<file path="src/rtl/muldiv_unit_if.sv">
// Start/busy/done handshake bundle between the EX stage and the iterative M-extension unit.
interface muldiv_unit_if #(
    parameter int XLEN = 32
);
    logic            start;
    logic [2:0]      funct3;
    logic [XLEN-1:0] op_a;
    logic [XLEN-1:0] op_b;
    logic            busy;
    logic            done;
    logic [XLEN-1:0] result;

    modport master (
        output start, funct3, op_a, op_b,
        input  busy, done, result
    );

    modport slave (
        input  start, funct3, op_a, op_b,
        output busy, done, result
    );
endinterface

</file>
<file path="src/rtl/muldiv_unit.sv">
// Iterative RV32M multiply/divide: shift-add multiply and restoring divide, one bit per cycle.
//
// state  | meaning
// IDLE   | waiting for start; decodes special cases and latches magnitudes
// CALC   | one multiply/divide iteration per cycle, busy=1
// DONE   | result valid, done pulse for one cycle, then back to IDLE
module muldiv_unit #(
    parameter int XLEN  = 32,
    parameter int CNT_W = $clog2(XLEN) + 1
) (
    input  logic          clk,
    input  logic          rst,
    muldiv_unit_if.slave  bus
);
    typedef enum logic [1:0] {S_IDLE, S_CALC, S_DONE} state_t;

    localparam logic [XLEN-1:0] MIN_NEG = {1'b1, {(XLEN-1){1'b0}}};

    state_t            r_state;
    logic [CNT_W-1:0]  r_cnt;
    logic [2:0]        r_funct3;
    logic [XLEN-1:0]   r_hi;
    logic [XLEN-1:0]   r_lo;
    logic [XLEN-1:0]   r_b;
    logic              r_neg;
    logic              r_neg_rem;
    logic              r_busy;
    logic              r_done;
    logic [XLEN-1:0]   r_result;

    // Operand decode for the request presented in IDLE
    logic              w_in_div;
    logic              w_a_signed;
    logic              w_b_signed;
    logic              w_a_neg;
    logic              w_b_neg;
    logic [XLEN-1:0]   w_a_mag;
    logic [XLEN-1:0]   w_b_mag;
    logic              w_div_zero;
    logic              w_div_ovf;
    logic [XLEN-1:0]   w_spec_val;

    always_comb begin
        w_in_div   = bus.funct3[2];
        w_a_signed = w_in_div ? ~bus.funct3[0] : (bus.funct3[1:0] != 2'b11);
        w_b_signed = w_in_div ? ~bus.funct3[0] : ~bus.funct3[1];
        w_a_neg    = w_a_signed & bus.op_a[XLEN-1];
        w_b_neg    = w_b_signed & bus.op_b[XLEN-1];
        w_a_mag    = w_a_neg ? (~bus.op_a + 1'b1) : bus.op_a;
        w_b_mag    = w_b_neg ? (~bus.op_b + 1'b1) : bus.op_b;
        w_div_zero = w_in_div & (bus.op_b == '0);
        w_div_ovf  = w_in_div & ~bus.funct3[0] & (bus.op_a == MIN_NEG) & (bus.op_b == '1);
        w_spec_val = '0;
        if (w_div_zero) begin
            w_spec_val = bus.funct3[1] ? bus.op_a : '1;
        end else if (w_div_ovf) begin
            w_spec_val = bus.funct3[1] ? '0 : bus.op_a;
        end
    end

    // One iteration of the shared datapath: {r_hi,r_lo} is product or {remainder,quotient}
    logic [XLEN:0]     w_sum;
    logic [XLEN:0]     w_shift;
    logic              w_ge;
    logic [XLEN-1:0]   w_hi_nx;
    logic [XLEN-1:0]   w_lo_nx;
    logic [2*XLEN-1:0] w_prod;
    logic [XLEN-1:0]   w_quo;
    logic [XLEN-1:0]   w_rem;
    logic [XLEN-1:0]   w_final;

    always_comb begin
        w_sum   = {1'b0, r_hi} + {1'b0, (r_lo[0] ? r_b : {XLEN{1'b0}})};
        w_shift = {r_hi, r_lo[XLEN-1]};
        w_ge    = (w_shift >= {1'b0, r_b});
        if (r_funct3[2]) begin
            w_hi_nx = w_ge ? (w_shift[XLEN-1:0] - r_b) : w_shift[XLEN-1:0];
            w_lo_nx = {r_lo[XLEN-2:0], w_ge};
        end else begin
            w_hi_nx = w_sum[XLEN:1];
            w_lo_nx = {w_sum[0], r_lo[XLEN-1:1]};
        end
        w_prod = {w_hi_nx, w_lo_nx};
        if (r_neg) begin
            w_prod = ~w_prod + 1'b1;
        end
        w_quo = r_neg ? (~w_lo_nx + 1'b1) : w_lo_nx;
        w_rem = r_neg_rem ? (~w_hi_nx + 1'b1) : w_hi_nx;
        case (r_funct3)
            3'b000:                 w_final = w_prod[XLEN-1:0];
            3'b001, 3'b010, 3'b011: w_final = w_prod[2*XLEN-1:XLEN];
            3'b100, 3'b101:         w_final = w_quo;
            default:                w_final = w_rem;
        endcase
    end

    always_ff @(posedge clk) begin
        if (rst) begin
            r_state   <= S_IDLE;
            r_cnt     <= '0;
            r_funct3  <= '0;
            r_hi      <= '0;
            r_lo      <= '0;
            r_b       <= '0;
            r_neg     <= 1'b0;
            r_neg_rem <= 1'b0;
            r_busy    <= 1'b0;
            r_done    <= 1'b0;
            r_result  <= '0;
        end else begin
            case (r_state)
                S_IDLE: begin
                    r_done <= 1'b0;
                    if (bus.start) begin
                        r_funct3  <= bus.funct3;
                        r_hi      <= '0;
                        r_lo      <= w_a_mag;
                        r_b       <= w_b_mag;
                        r_neg     <= w_a_neg ^ w_b_neg;
                        r_neg_rem <= w_a_neg;
                        if (w_div_zero || w_div_ovf) begin
                            r_result <= w_spec_val;
                            r_done   <= 1'b1;
                            r_state  <= S_DONE;
                        end else begin
                            r_cnt   <= CNT_W'(XLEN);
                            r_busy  <= 1'b1;
                            r_state <= S_CALC;
                        end
                    end
                end
                S_CALC: begin
                    r_hi  <= w_hi_nx;
                    r_lo  <= w_lo_nx;
                    r_cnt <= r_cnt - 1'b1;
                    if (r_cnt == CNT_W'(1)) begin
                        r_result <= w_final;
                        r_busy   <= 1'b0;
                        r_done   <= 1'b1;
                        r_state  <= S_DONE;
                    end
                end
                S_DONE: begin
                    r_done  <= 1'b0;
                    r_state <= S_IDLE;
                end
                default: begin
                    r_busy  <= 1'b0;
                    r_done  <= 1'b0;
                    r_state <= S_IDLE;
                end
            endcase
        end
    end

    assign bus.busy   = r_busy;
    assign bus.done   = r_done;
    assign bus.result = r_result;
endmodule

</file>
<file path="src/flat_wrapper.sv">
// flat-port wrapper written by rule: the top's interface ports become plain ports
module muldiv_unit_flat 
#(
    parameter int XLEN  = 32,
    parameter int CNT_W = $clog2(XLEN) + 1
)
  (clk, rst, bus_start, bus_funct3, bus_op_a, bus_op_b, bus_busy, bus_done, bus_result);
  muldiv_unit_if #(.XLEN(XLEN)) bus_i ();
  input  logic clk;
  input  logic rst;
  input wire logic [$bits(bus_i.start)-1:0] bus_start;
  input wire logic [$bits(bus_i.funct3)-1:0] bus_funct3;
  input wire logic [$bits(bus_i.op_a)-1:0] bus_op_a;
  input wire logic [$bits(bus_i.op_b)-1:0] bus_op_b;
  output wire logic [$bits(bus_i.busy)-1:0] bus_busy;
  output wire logic [$bits(bus_i.done)-1:0] bus_done;
  output wire logic [$bits(bus_i.result)-1:0] bus_result;
  assign bus_i.start = bus_start;
  assign bus_i.funct3 = bus_funct3;
  assign bus_i.op_a = bus_op_a;
  assign bus_i.op_b = bus_op_b;
  assign bus_busy = bus_i.busy;
  assign bus_done = bus_i.done;
  assign bus_result = bus_i.result;
  muldiv_unit #(.XLEN(XLEN), .CNT_W(CNT_W)) u_core (.clk(clk), .rst(rst), .bus(bus_i));
endmodule
</file>
<file path="config.mk">
export PLATFORM = sky130hd
export DESIGN_NAME = muldiv_unit_flat
export DESIGN_NICKNAME = d
export VERILOG_FILES = /design/src/rtl/muldiv_unit_if.sv /design/src/rtl/muldiv_unit.sv /design/src/flat_wrapper.sv
export SDC_FILE = /design/constraint.sdc
export NUM_CORES = 1
export LEC_CHECK = 0
export ABC_AREA = 1
export CELL_PAD_IN_SITES_DETAIL_PLACEMENT = 1
export CELL_PAD_IN_SITES_GLOBAL_PLACEMENT = 1
export CORE_UTILIZATION = 38
export DETAILED_ROUTE_END_ITERATION = 10
export PLACE_DENSITY_LB_ADDON = 0.1
export RECOVER_POWER = 50
export SLEW_MARGIN = 20
export SYNTH_ARGS = -nofsm -noshare
export SYNTH_HDL_FRONTEND = slang
export SYNTH_SLANG_ARGS = --single-unit
export TNS_END_PERCENT = 20
</file>
<file path="constraint.sdc">
create_clock -name clk -period 3.61 [get_ports clk]
set_clock_uncertainty 0.1 [all_clocks]
set_input_delay 0.5415 -clock clk [delete_from_list [all_inputs] [get_ports clk]]
set_output_delay 0.5415 -clock clk [all_outputs]
set_load 0.005 [all_outputs]
</file>
# Yosys cells after proc, flatten, opt, wreduce, memory -nomap -nowiden
# Cells that the tools add are included.
# word_totals
reg_bits	143
inputBits	70
out_inout_bits	34
elab_cells	102
# classes
add_sub_neg	8
n_lt_le_gt_ge	1
eq_ne	15
n_mux	39
n_bitwise	15
reduce_logical	13
# op_table
op	n
$mux W32	17
$pmux W32 S2	3
$add A32 B1 Y32 const B	4
$not A32 Y32	4
$pmux W32 S3	1
$add A64 B1 Y64 const B	1
$eq A32 B32 Y1 const B	2
$mux W64	1
$not A64 Y64	1
$add A32 B32 Y33	1
$ge A33 B32 Y1	1
$logic_not A32 Y1	1
$sub A32 B32 Y32	1
$mux W6	2
$pmux W6 S2	1
$mux W1	8
$reduce_and A4 Y1	2
$and A1 B1 Y1	6
$eq A3 B2 Y1 const B	2
$eq A3 B3 Y1 const B	2
$eq A6 B1 Y1 const B	1
$mux W2	3
$ne A2 B2 Y1 const B	3
$reduce_and A2 Y1	3
17 further kinds	20

# Depth between registers and ports, before layout
# Gate-level depths: netlist of run 1.
# depth
depth_word	9
ltp_mapped	32
ltp_nobuf	31

# Least setup slack after synthesis of run 1
# OpenSTA, ideal clock, no wires.
# synth_path
path_type	reg-to-reg
startpoint	register u_core.r_lo[0]
endpoint	register u_core.r_result[18], in the netlist u_core.bus.result[18]
setup_ns	0.117
t_arrival_ns	3.354
required_ns	3.393
path_slack_ns	0.039
path_stages_with_launch	30
path_buffers	2
period_less_slack_ns	3.571
path_cell_list	dfxtp_1 > clkbuf_1 > clkbuf_1 > nand2_1 > inv_1 > ha_1 > inv_1 > fa_1 > inv_1 > nand2_1 > o21ai_0 > nand2_1 > nand2_1 > nand2_1 > nand2_1 > nand2_1 > nand2_1 > nand2_1 > nand3_1 > nand3_2 > nor2_1 > nand2_1 > nor2_2 > nand3_1 > nand3_1 > nand3_1 > nand2_1 > inv_1 > a21oi_1 > nor2_1
# synth_via
elab_chain_len	9
word_cells_on_any_way	16
classes_between	4 x add/sub; 9 x mux; 3 x bitwise
# synth_lines
item	line_no	source
from (decl)	muldiv_unit.sv:23	logic [XLEN-1:0] r_lo;
from (signal assigned)	muldiv_unit.sv:117	r_lo <= w_a_mag;
from (signal assigned)	muldiv_unit.sv:134	r_lo <= w_lo_nx;
$mux W32	muldiv_unit.sv:73	w_sum = {1'b0, r_hi} + {1'b0, (r_lo[0] ? r_b : {XLEN{1'b0}})};
$add A32 B32 Y33	muldiv_unit.sv:73	
$mux W32	muldiv_unit.sv:76	if (r_funct3[2]) begin
$not A64 Y64 / $not A32 Y32 (equally long branches)	muldiv_unit.sv:85, muldiv_unit.sv:88	
$add A64 B1 Y64 / $add A32 B1 Y32 (equally long branches)	muldiv_unit.sv:85, muldiv_unit.sv:88	
$mux W64 / $mux W32 (equally long branches)	muldiv_unit.sv:84, muldiv_unit.sv:88	
$pmux W32 S3 *	muldiv_unit.sv:89	case (r_funct3)
$mux W32 *	muldiv_unit.sv:136	if (r_cnt == CNT_W'(1)) begin
$pmux W32 S2 *	muldiv_unit.sv:111	case (r_state)
to (signal assigned)	muldiv_unit.sv:122	r_result <= w_spec_val;
to (signal assigned)	muldiv_unit.sv:137	r_result <= w_final;
to (decl)	muldiv_unit.sv:29	logic [XLEN-1:0] r_result;
# Mark *: on every way between the ends. The rest lies on a longest branch, timed or not. The select of a mux whose other input is x is not followed.
# A chain may end at the register's enable or synchronous reset.

# Worst setup path after layout of run 1
# layout_path
startpoint	register u_core.r_b[2]
endpoint	register u_core.r_result[28], in the netlist u_core.bus.result[28]
# layout_via
elab_chain_len	9
word_cells_on_any_way	19
classes_between	5 x add/sub; 1 x order compare; 10 x mux; 3 x bitwise
# layout_lines
item	line_no	source
from (decl)	muldiv_unit.sv:24	logic [XLEN-1:0] r_b;
from (signal assigned)	muldiv_unit.sv:118	r_b <= w_b_mag;
$mux W32 (tied with other cells)	muldiv_unit.sv:73	
$add A32 B32 Y33 / $mux W32 (equally long branches)	muldiv_unit.sv:73, muldiv_unit.sv:77	
$mux W32	muldiv_unit.sv:76	
$not A64 Y64 / $not A32 Y32 (equally long branches)	muldiv_unit.sv:85, muldiv_unit.sv:88	
$add A64 B1 Y64 / $add A32 B1 Y32 (equally long branches)	muldiv_unit.sv:85, muldiv_unit.sv:88	
$mux W64 / $mux W32 (equally long branches)	muldiv_unit.sv:84, muldiv_unit.sv:88	
$pmux W32 S3 *	muldiv_unit.sv:89	
$mux W32 *	muldiv_unit.sv:136	
$pmux W32 S2 *	muldiv_unit.sv:111	
# Marks and branches as above.

==> results of run 1 <==
-- synthesized netlist by cell type, types with 25 or more instances --
cell type                  number
sky130_fd_sc_hd__nand3_1      276
sky130_fd_sc_hd__or2_2         25
sky130_fd_sc_hd__a31oi_1       45
sky130_fd_sc_hd__xor2_1        59
sky130_fd_sc_hd__nor3_1        32
sky130_fd_sc_hd__dfxtp_1      143
sky130_fd_sc_hd__o21ai_0      181
sky130_fd_sc_hd__nor2_2        25
sky130_fd_sc_hd__clkbuf_1      66
sky130_fd_sc_hd__nor2_1       284
sky130_fd_sc_hd__nand4_1       49
sky130_fd_sc_hd__nand2_2       30
sky130_fd_sc_hd__a21oi_1      223
sky130_fd_sc_hd__nand2_1      935
sky130_fd_sc_hd__ha_1          71
sky130_fd_sc_hd__inv_1        423
-- kinds of logic after synthesis --
kind of cell | after synthesis | share of synthesized area (%)
compound gates | 506 | 16.0
xor+xnor | 74 | 3.83
fa+ha+maj | 73 | 5.48
buf+inv | 550 | 12.8
flops | 143 | 16.9
mux | 1 | 0.0591
simple gates | 1733 | 44.9
-- repair_timing --
action                     4_1_cts  5_1_grt
buffers inserted                29       12
resized for setup              242      146
pin swaps                       45       64
setup endpoints to repair       32       42
-- metal layers --
metal / up-vias / share of wire (%) / routed length, um / global-route usage [%]
met1: 12000 / 41 / 41300 / 54.2
met2: 1133 / 44 / 44500 / 68.6
met3: 310 / 8.9 / 8940 / 10.5
met4: 4 / 5.9 / 5990 / 25.4
met5: - / 0.027 / 27 / 0
li1: 11200 / - / - / -
-- registers in the layout, indices dropped and copies added, names as in the netlist --
name	cells
u_core.bus.busy	1
u_core.bus.done	1
u_core.bus.result	32
u_core.r_b	32
u_core.r_cnt	6
u_core.r_funct3	3
u_core.r_hi	32
u_core.r_lo	32
u_core.r_neg	1
u_core.r_neg_rem	1
u_core.r_state	2
-- critical path, delay by kind of cell, from the launching register on --
kind,cells,cell delay (ps)
AOI/OAI and AO/OA,2,140
adders and majority gates,2,420
buffers and inverters,4,370
DFF,1,340
and+or+nand+nor,25,2450
-- through the flow --
step           utilization [%]  setup WS (ps)  total power, uW
2_1_floorplan                -           38.6             4040
3_3_place_gp              52.3           -605             6180
5_1_grt                   57.5           -620             9110
3_5_place_dp              52.3           -667             6320
6_report                  57.5           -333             8760
4_1_cts                   56.2           -275             8380
-- how the worst max path moves through the flow --
stage,start,end,slack [ps],depth (start not counted)
2_1_floorplan,u_core.r_lo[0],u_core.bus.result[18],40,29
3_3_place_gp,u_core.r_lo[0],u_core.bus.result[31],-600,27
3_5_place_dp,u_core.r_lo[0],u_core.bus.result[29],-670,27
4_1_cts,u_core.r_hi[25],u_core.bus.result[26],-280,30
5_1_grt,u_core.r_b[2],u_core.bus.result[20],-620,31
6_report,u_core.r_b[2],u_core.bus.result[28],-330,33
-- power breakdown --
group / switching, uW / internal [uW] / total [uW] / leakage [uW]
clock network: 854 / 906 / 1760 / 0.000252
logic: 3190 / 1960 / 5150 / 0.0111
registers: 117 / 1730 / 1840 / 0.00120
total: 4160 / 4600 / 8760 / 0.0126
-- cell type report --
class / count / area share, %
Timing Repair Buffer: 735 / 23.7
Inverter: 437 / 6.62
Clock inverter: 9 / 0.255
Sequential cell: 143 / 11.8
Multi-Input combinational cell: 2387 / 52.9
Clock buffer: 22 / 1.85
Tap cell: 585 / 2.92
-- cell usage in the layout, fill, tap and decap left out, types with 49 or more instances in the layout --
master	count
sky130_fd_sc_hd__nand2_1	855
sky130_fd_sc_hd__buf_4	607
sky130_fd_sc_hd__inv_1	397
sky130_fd_sc_hd__nand3_1	254
sky130_fd_sc_hd__nor2_1	246
sky130_fd_sc_hd__a21oi_1	201
sky130_fd_sc_hd__o21ai_0	168
sky130_fd_sc_hd__nand2_2	94
sky130_fd_sc_hd__dfxtp_1	88
sky130_fd_sc_hd__clkdlybuf4s50_1	66
sky130_fd_sc_hd__xor2_1	59
sky130_fd_sc_hd__nand4_1	49
sky130_fd_sc_hd__dfxtp_2	49
==> results.txt, run 1 <==
----------------------------------------------------
[Final layout]
  Area of combinational cells with multiple inputs ... 13200 um2
  N_diodes ... 0
  Final instance count without filler cells ... 4318
  Seq. cell area ... 2950 um2
  Post-layout nets ... 3864
  Final standard cell area without fillers ... 25000 um2
  Share of post-route cells with drive strength above 1 ... 29.2%
  Synth-to-layout area growth ... 47.8%
  Fillcell total ... 6220

[Setup path]
  Worst path max stage delay ... 340 ps
  Worst r2r path cells ... 33
  Startpoint kind of the worst setup timing path ... register
  Crit-path slowest cell ... sky130_fd_sc_hd__dfxtp_2
  Worst Setup Path Type ... reg2reg
  Endpoint of the most critical register-to-register path ... u_core.bus.result[28]
  Start of the worst register-to-register path ... u_core.r_b[2]
  Required time of the critical path ... 3900 ps
  Endpoint class of the critical path ... register
  CP Max Fanout ... 5
  Worst path arrival time ... 4240 ps
  R2R setup slack ... -330 ps
  Most frequent cell on the critical path ... sky130_fd_sc_hd__nand2_1

[Floorplan]
  Width of the chip ... 213 um
  Core Region ... 43600 um2
  Row count ... 76
  Overall die area ... 45400 um2
  Vertical die dimension ... 213 um
  Initial core utilization ... 38.9%
  Num ports ... 104

[Job]
  Max-cap violation count ... 0

[STA]
  Hold Vio Cnt, Final ... 0
  Max-slew headroom ... 10.9%
  Setup TNS ... -6690 ps
  RSZ-0062 raised after global routing ... true
  Max Transition Viols Final ... 0
  Count of endpoints failing setup in the final report ... 30
  Part of the cycle the worst path needs ... 109%
  Worst setup slack after layout ... -333 ps
  Slew @ Worst Pin ... 1340 ps
  Maximum achievable frequency ... 254 MHz
  Final hold slack ... 328 ps
  Clock period minus worst slack ... 3940 ps

[Route]
  Overall routed net length ... 101000 um
  Post-route DRC violation count ... 0
  Avg WL per Cell ... 23.3 um
  Count of TritonRoute iterations in the first routing pass ... 5
  Iteration-0 DRC Markers ... 2151
  Routed vias ... 24600
  Post-DRT Antenna Nets ... 0
  Drt via density ... 5.70

[GRT]
  Antenna violations before repair ... 6
  Vias in the first global route ... 25200
  Global Route Usage Sum ... 43.7%
  Global-route congestion overflow total ... 0
  Pin count of the biggest net entering global routing ... 93
  First-pass GRT wire length ... 148000 um

[Yosys]
  EDFF count, synth ... 0
  Fraction of synthesis flops using an asynchronous set or reset pin ... 0%
  Total number of yosys warnings ... 0
  Syn Std Cell Area ... 16900 um2
  Most used flip-flop cell after synthesis ... sky130_fd_sc_hd__dfxtp_1
  Instance count of the mapped netlist ... 3080
  Number of different library cells in the post-synthesis netlist ... 56
  Synthesized net count ... 3223
  Dominant cell type by area after synthesis ... sky130_fd_sc_hd__nand2_1
  Synthesis-stage register bit count ... 143
  Avg Synthesized Cell Area ... 5.50 um2
  Fraction of the yosys area taken by sequential cells ... 16.9%
  Synth area leaders ... sky130_fd_sc_hd__nand2_1, sky130_fd_sc_hd__dfxtp_1, sky130_fd_sc_hd__inv_1
  Area share of the largest cell type after synthesis ... 20.7%

[CTS]
  H-tree levels ... 4
  Library cell used as clock root buffer ... sky130_fd_sc_hd__clkbuf_16
  Cts hold-fix bufs ... 0
  Clock slew at the register clock pins of the worst setup and hold paths ... 70 ps
  Number of CTS-inserted buffers ... 17
  Longest Clk Path Bufs ... 2
  TritonCTS clock tree ... done
  Clock latency of the later-clocked register in the worst-skew pair ... 510 ps
  Clock sink count ... 143

[Outcome]
  Violations in the final reports ... negative setup slack
  Status ... complete, but fails checks

[Power]
  Reported leakage power ... 0.0126 uW
  Power density relative to cell area ... 350 nW/um2
  Worst ir drop on vdd ... 0.364 mV

[Hold path]
  Hold path start ... rst
  Number of instances on the worst hold path ... 2
  Path class of the lowest-slack min-delay path ... in2reg
  Terminating pin of the worst hold path ... u_core.r_state[0]

[Placement]
  Number of buffers added on ports ... 103
  Detailed placer's ending HPWL ... 78300 um
  Number of instances in the placed design ... 4248
  Final weighted congestion in routability-driven placement ... 1.05
  Total placed instance area ... 22800 um2

----------------------------------------------------
Note: power is estimated with default switching activity, not from simulation.
==> inputs of run 2 (changes only) <==
--- a/config.mk
+++ b/config.mk
@@ -12,7 +12,6 @@
 export DETAILED_ROUTE_END_ITERATION = 10
 export PLACE_DENSITY_LB_ADDON = 0.1
 export RECOVER_POWER = 50
-export SLEW_MARGIN = 20
 export SYNTH_ARGS = -nofsm -noshare
 export SYNTH_HDL_FRONTEND = slang
 export SYNTH_SLANG_ARGS = --single-unit
==> results of run 2 <==
The final DEF is identical to that of run 1; final timing and power are the same.
==> inputs of run 3 (changes only) <==
--- a/config.mk
+++ b/config.mk
@@ -6,11 +6,9 @@
 export NUM_CORES = 1
 export LEC_CHECK = 0
 export ABC_AREA = 1
-export CELL_PAD_IN_SITES_DETAIL_PLACEMENT = 1
-export CELL_PAD_IN_SITES_GLOBAL_PLACEMENT = 1
-export CORE_UTILIZATION = 38
+export CORE_UTILIZATION = 45
 export DETAILED_ROUTE_END_ITERATION = 10
-export PLACE_DENSITY_LB_ADDON = 0.1
+export PLACE_DENSITY = 0.66
 export RECOVER_POWER = 50
 export SYNTH_ARGS = -nofsm -noshare
 export SYNTH_HDL_FRONTEND = slang
==> results.txt, run 3 (same netlist as run 1, synthesis figures left out) <==
----------------------------------------------------
[Outcome]
  Status ... complete, but fails checks
  Violations in the final reports ... max-capacitance violations, negative setup slack

[GRT]
  Antenna violations before repair ... 7
  Pin count of the biggest net entering global routing ... 94
  Global Route Usage Sum ... 44.1%
  First-pass GRT wire length ... 130000 um
  Vias in the first global route ... 22400
  Global-route congestion overflow total ... 0

[Setup path]
  Worst path arrival time ... 4150 ps
  Required time of the critical path ... 3900 ps
  Startpoint kind of the worst setup timing path ... register
  Worst Setup Path Type ... reg2reg
  Endpoint class of the critical path ... register
  CP Max Fanout ... 7

[Final layout]
  Commonest cells after routing, fill and taps aside ... sky130_fd_sc_hd__nand2_1, sky130_fd_sc_hd__buf_4, sky130_fd_sc_hd__inv_1, sky130_fd_sc_hd__nor2_1, sky130_fd_sc_hd__nand3_1
  Leading cell type in the layout, fill and taps excluded ... sky130_fd_sc_hd__nand2_1
  Post-layout nets ... 3843
  Final instance count without filler cells ... 4180
  N_diodes ... 0
  Synth-to-layout area growth ... 47.3%
  Share of post-route cells with drive strength above 1 ... 29.1%

[STA]
  Clock period minus worst slack ... 3850 ps
  Worst setup slack after layout ... -242 ps
  RSZ-0062 raised after global routing ... true
  Max Transition Viols Final ... 0
  Part of the cycle the worst path needs ... 107%
  Hold Vio Cnt, Final ... 0
  Count of endpoints failing setup in the final report ... 31
  Max-slew headroom ... 0.874%
  Setup TNS ... -4370 ps
  Slew @ Worst Pin ... 1490 ps
  Maximum achievable frequency ... 260 MHz

[Placement]
  Detailed placer's ending HPWL ... 66800 um
  Final weighted congestion in routability-driven placement ... 1.02
  Number of buffers added on ports ... 103
  Number of instances in the placed design ... 4103

[CTS]
  Number of CTS-inserted buffers ... 17
  Clock sink count ... 143
  TritonCTS clock tree ... done
  Clock slew at the register clock pins of the worst setup and hold paths ... 70 ps
  H-tree levels ... 4
  Clock latency of the later-clocked register in the worst-skew pair ... 460 ps
  Cts hold-fix bufs ... 0
  Longest Clk Path Bufs ... 2
  Library cell used as clock root buffer ... sky130_fd_sc_hd__clkbuf_16

[Power]
  Worst ir drop on vdd ... 0.412 mV
  Post-route total power ... 8490 uW
  Reported leakage power ... 0.0126 uW
  Power density relative to cell area ... 340 nW/um2

[Route]
  Post-DRT Antenna Nets ... 0
  Avg WL per Cell ... 20.5 um
  Routed vias ... 23800
  Overall routed net length ... 85500 um
  Drt via density ... 5.69
  Post-route DRC violation count ... 0
  Iteration-0 DRC Markers ... 3136
  Count of TritonRoute iterations in the first routing pass ... 8

[Floorplan]
  Num ports ... 104
  Core Region ... 36800 um2
  Vertical die dimension ... 196 um
  Width of the chip ... 196 um
  Overall die area ... 38400 um2
  Row count ... 70
  Initial core utilization ... 46.1%

[Job]
  Max-cap violation count ... 1

[Hold path]
  Path class of the lowest-slack min-delay path ... reg2reg

----------------------------------------------------
[run 3: changes by cell type in the layout (fill, tap and decap cells not counted), moves of 5 or more]
cell | before | now
sky130_fd_sc_hd__buf_4 | 607 | 588
sky130_fd_sc_hd__dfxtp_1 | 88 | 103
sky130_fd_sc_hd__dfxtp_2 | 49 | 37
sky130_fd_sc_hd__ha_1 | 34 | 29
sky130_fd_sc_hd__ha_4 | 35 | 40
sky130_fd_sc_hd__inv_2 | 29 | 35
sky130_fd_sc_hd__inv_4 | 6 | 1
sky130_fd_sc_hd__inv_6 | 0 | 5
sky130_fd_sc_hd__nand2_2 | 94 | 102
sky130_fd_sc_hd__nand2_4 | 18 | 13
sky130_fd_sc_hd__nand3_1 | 254 | 241
sky130_fd_sc_hd__nand3_2 | 29 | 40
[run 3: area by class of cell]
type | instances | area, um2
Inverter | 437 | 1640
Multi-Input combinational cell | 2387 | 13400
Clock buffer | 18 | 450
Timing Repair Buffer | 714 | 5800
Clock inverter | 13 | 126
Sequential cell | 143 | 2920
Fill cell | 3271 | 11800
Tap cell | 468 | 586
[run 3: final timing paths]
path,from,endpoint,slack [ps],depth (start not counted)
worst max-delay path,u_core.r_lo[0],u_core.bus.result[22],-240,26
worst min-delay path,u_core.bus.busy,u_core.bus.busy,370,2
worst max register to register,u_core.r_lo[0],u_core.bus.result[22],-240,26
worst min register to register,u_core.bus.busy,u_core.bus.busy,370,2
[run 3: critical path, cell delays in order (launching register included)]
cell and delay (ps):
sky130_fd_sc_hd__dfxtp_4 410, sky130_fd_sc_hd__buf_16 160, sky130_fd_sc_hd__nand2_1 80, sky130_fd_sc_hd__inv_1 80, sky130_fd_sc_hd__ha_4 300, sky130_fd_sc_hd__nand2_1 90
sky130_fd_sc_hd__buf_4 140, sky130_fd_sc_hd__nor2_1 310, sky130_fd_sc_hd__a21oi_2 130, sky130_fd_sc_hd__buf_4 160, sky130_fd_sc_hd__nand3_1 80, sky130_fd_sc_hd__nand2_1 70
sky130_fd_sc_hd__nand2_1 100, sky130_fd_sc_hd__nand3_2 100, sky130_fd_sc_hd__buf_6 150, sky130_fd_sc_hd__buf_4 160, sky130_fd_sc_hd__nor2_4 120, sky130_fd_sc_hd__nand2_2 110
sky130_fd_sc_hd__nor2_4 130, sky130_fd_sc_hd__nand2_2 90, sky130_fd_sc_hd__nand2_2 100, sky130_fd_sc_hd__nand2_1 70, sky130_fd_sc_hd__nand2_1 80, sky130_fd_sc_hd__nand3_2 130
sky130_fd_sc_hd__nand3_2 110, sky130_fd_sc_hd__nand2_1 70, sky130_fd_sc_hd__a21oi_1 130
[run 3: where the power goes]
| part | leakage, uW | internal (uW) | switching [uW] |
|---|---|---|---|
| logic | 0.0111 | 1910 | 2910 |
| clock network | 0.000271 | 996 | 825 |
| registers | 0.00119 | 1730 | 123 |
| total | 0.0126 | 4630 | 3850 |
[run 3: what timing repair did]
action	4_1_cts	5_1_grt
gates cloned	1	0
endpoints found under the setup margin	31	42
gates resized for setup	249	144
buffers inserted	35	12
pin swaps	69	50
[run 3: per-stage QoR]
stage / worst slack, ps / util [%] / hold WS (ps) / instance area, um2
2_1_floorplan: 38.6 / - / 353 / 16900
3_3_place_gp: -460 / 61.0 / 352 / 22400
3_5_place_dp: -479 / 61.0 / 365 / 22400
4_1_cts: -163 / 66.3 / 377 / 24400
5_1_grt: -418 / 67.8 / 383 / 25000
6_report: -242 / 67.8 / 371 / 25000
[run 3: routing by layer]
| layer | vias to the layer above | track usage (%) | routed length, um |
|---|---|---|---|
| li1 | 11200 | - | - |
| met5 | - | 0 | 41 |
| met3 | 209 | 12.1 | 10900 |
| met1 | 10900 | 60.6 | 36200 |
| met4 | 6 | 14.6 | 2930 |
| met2 | 1481 | 66.0 | 35500 |
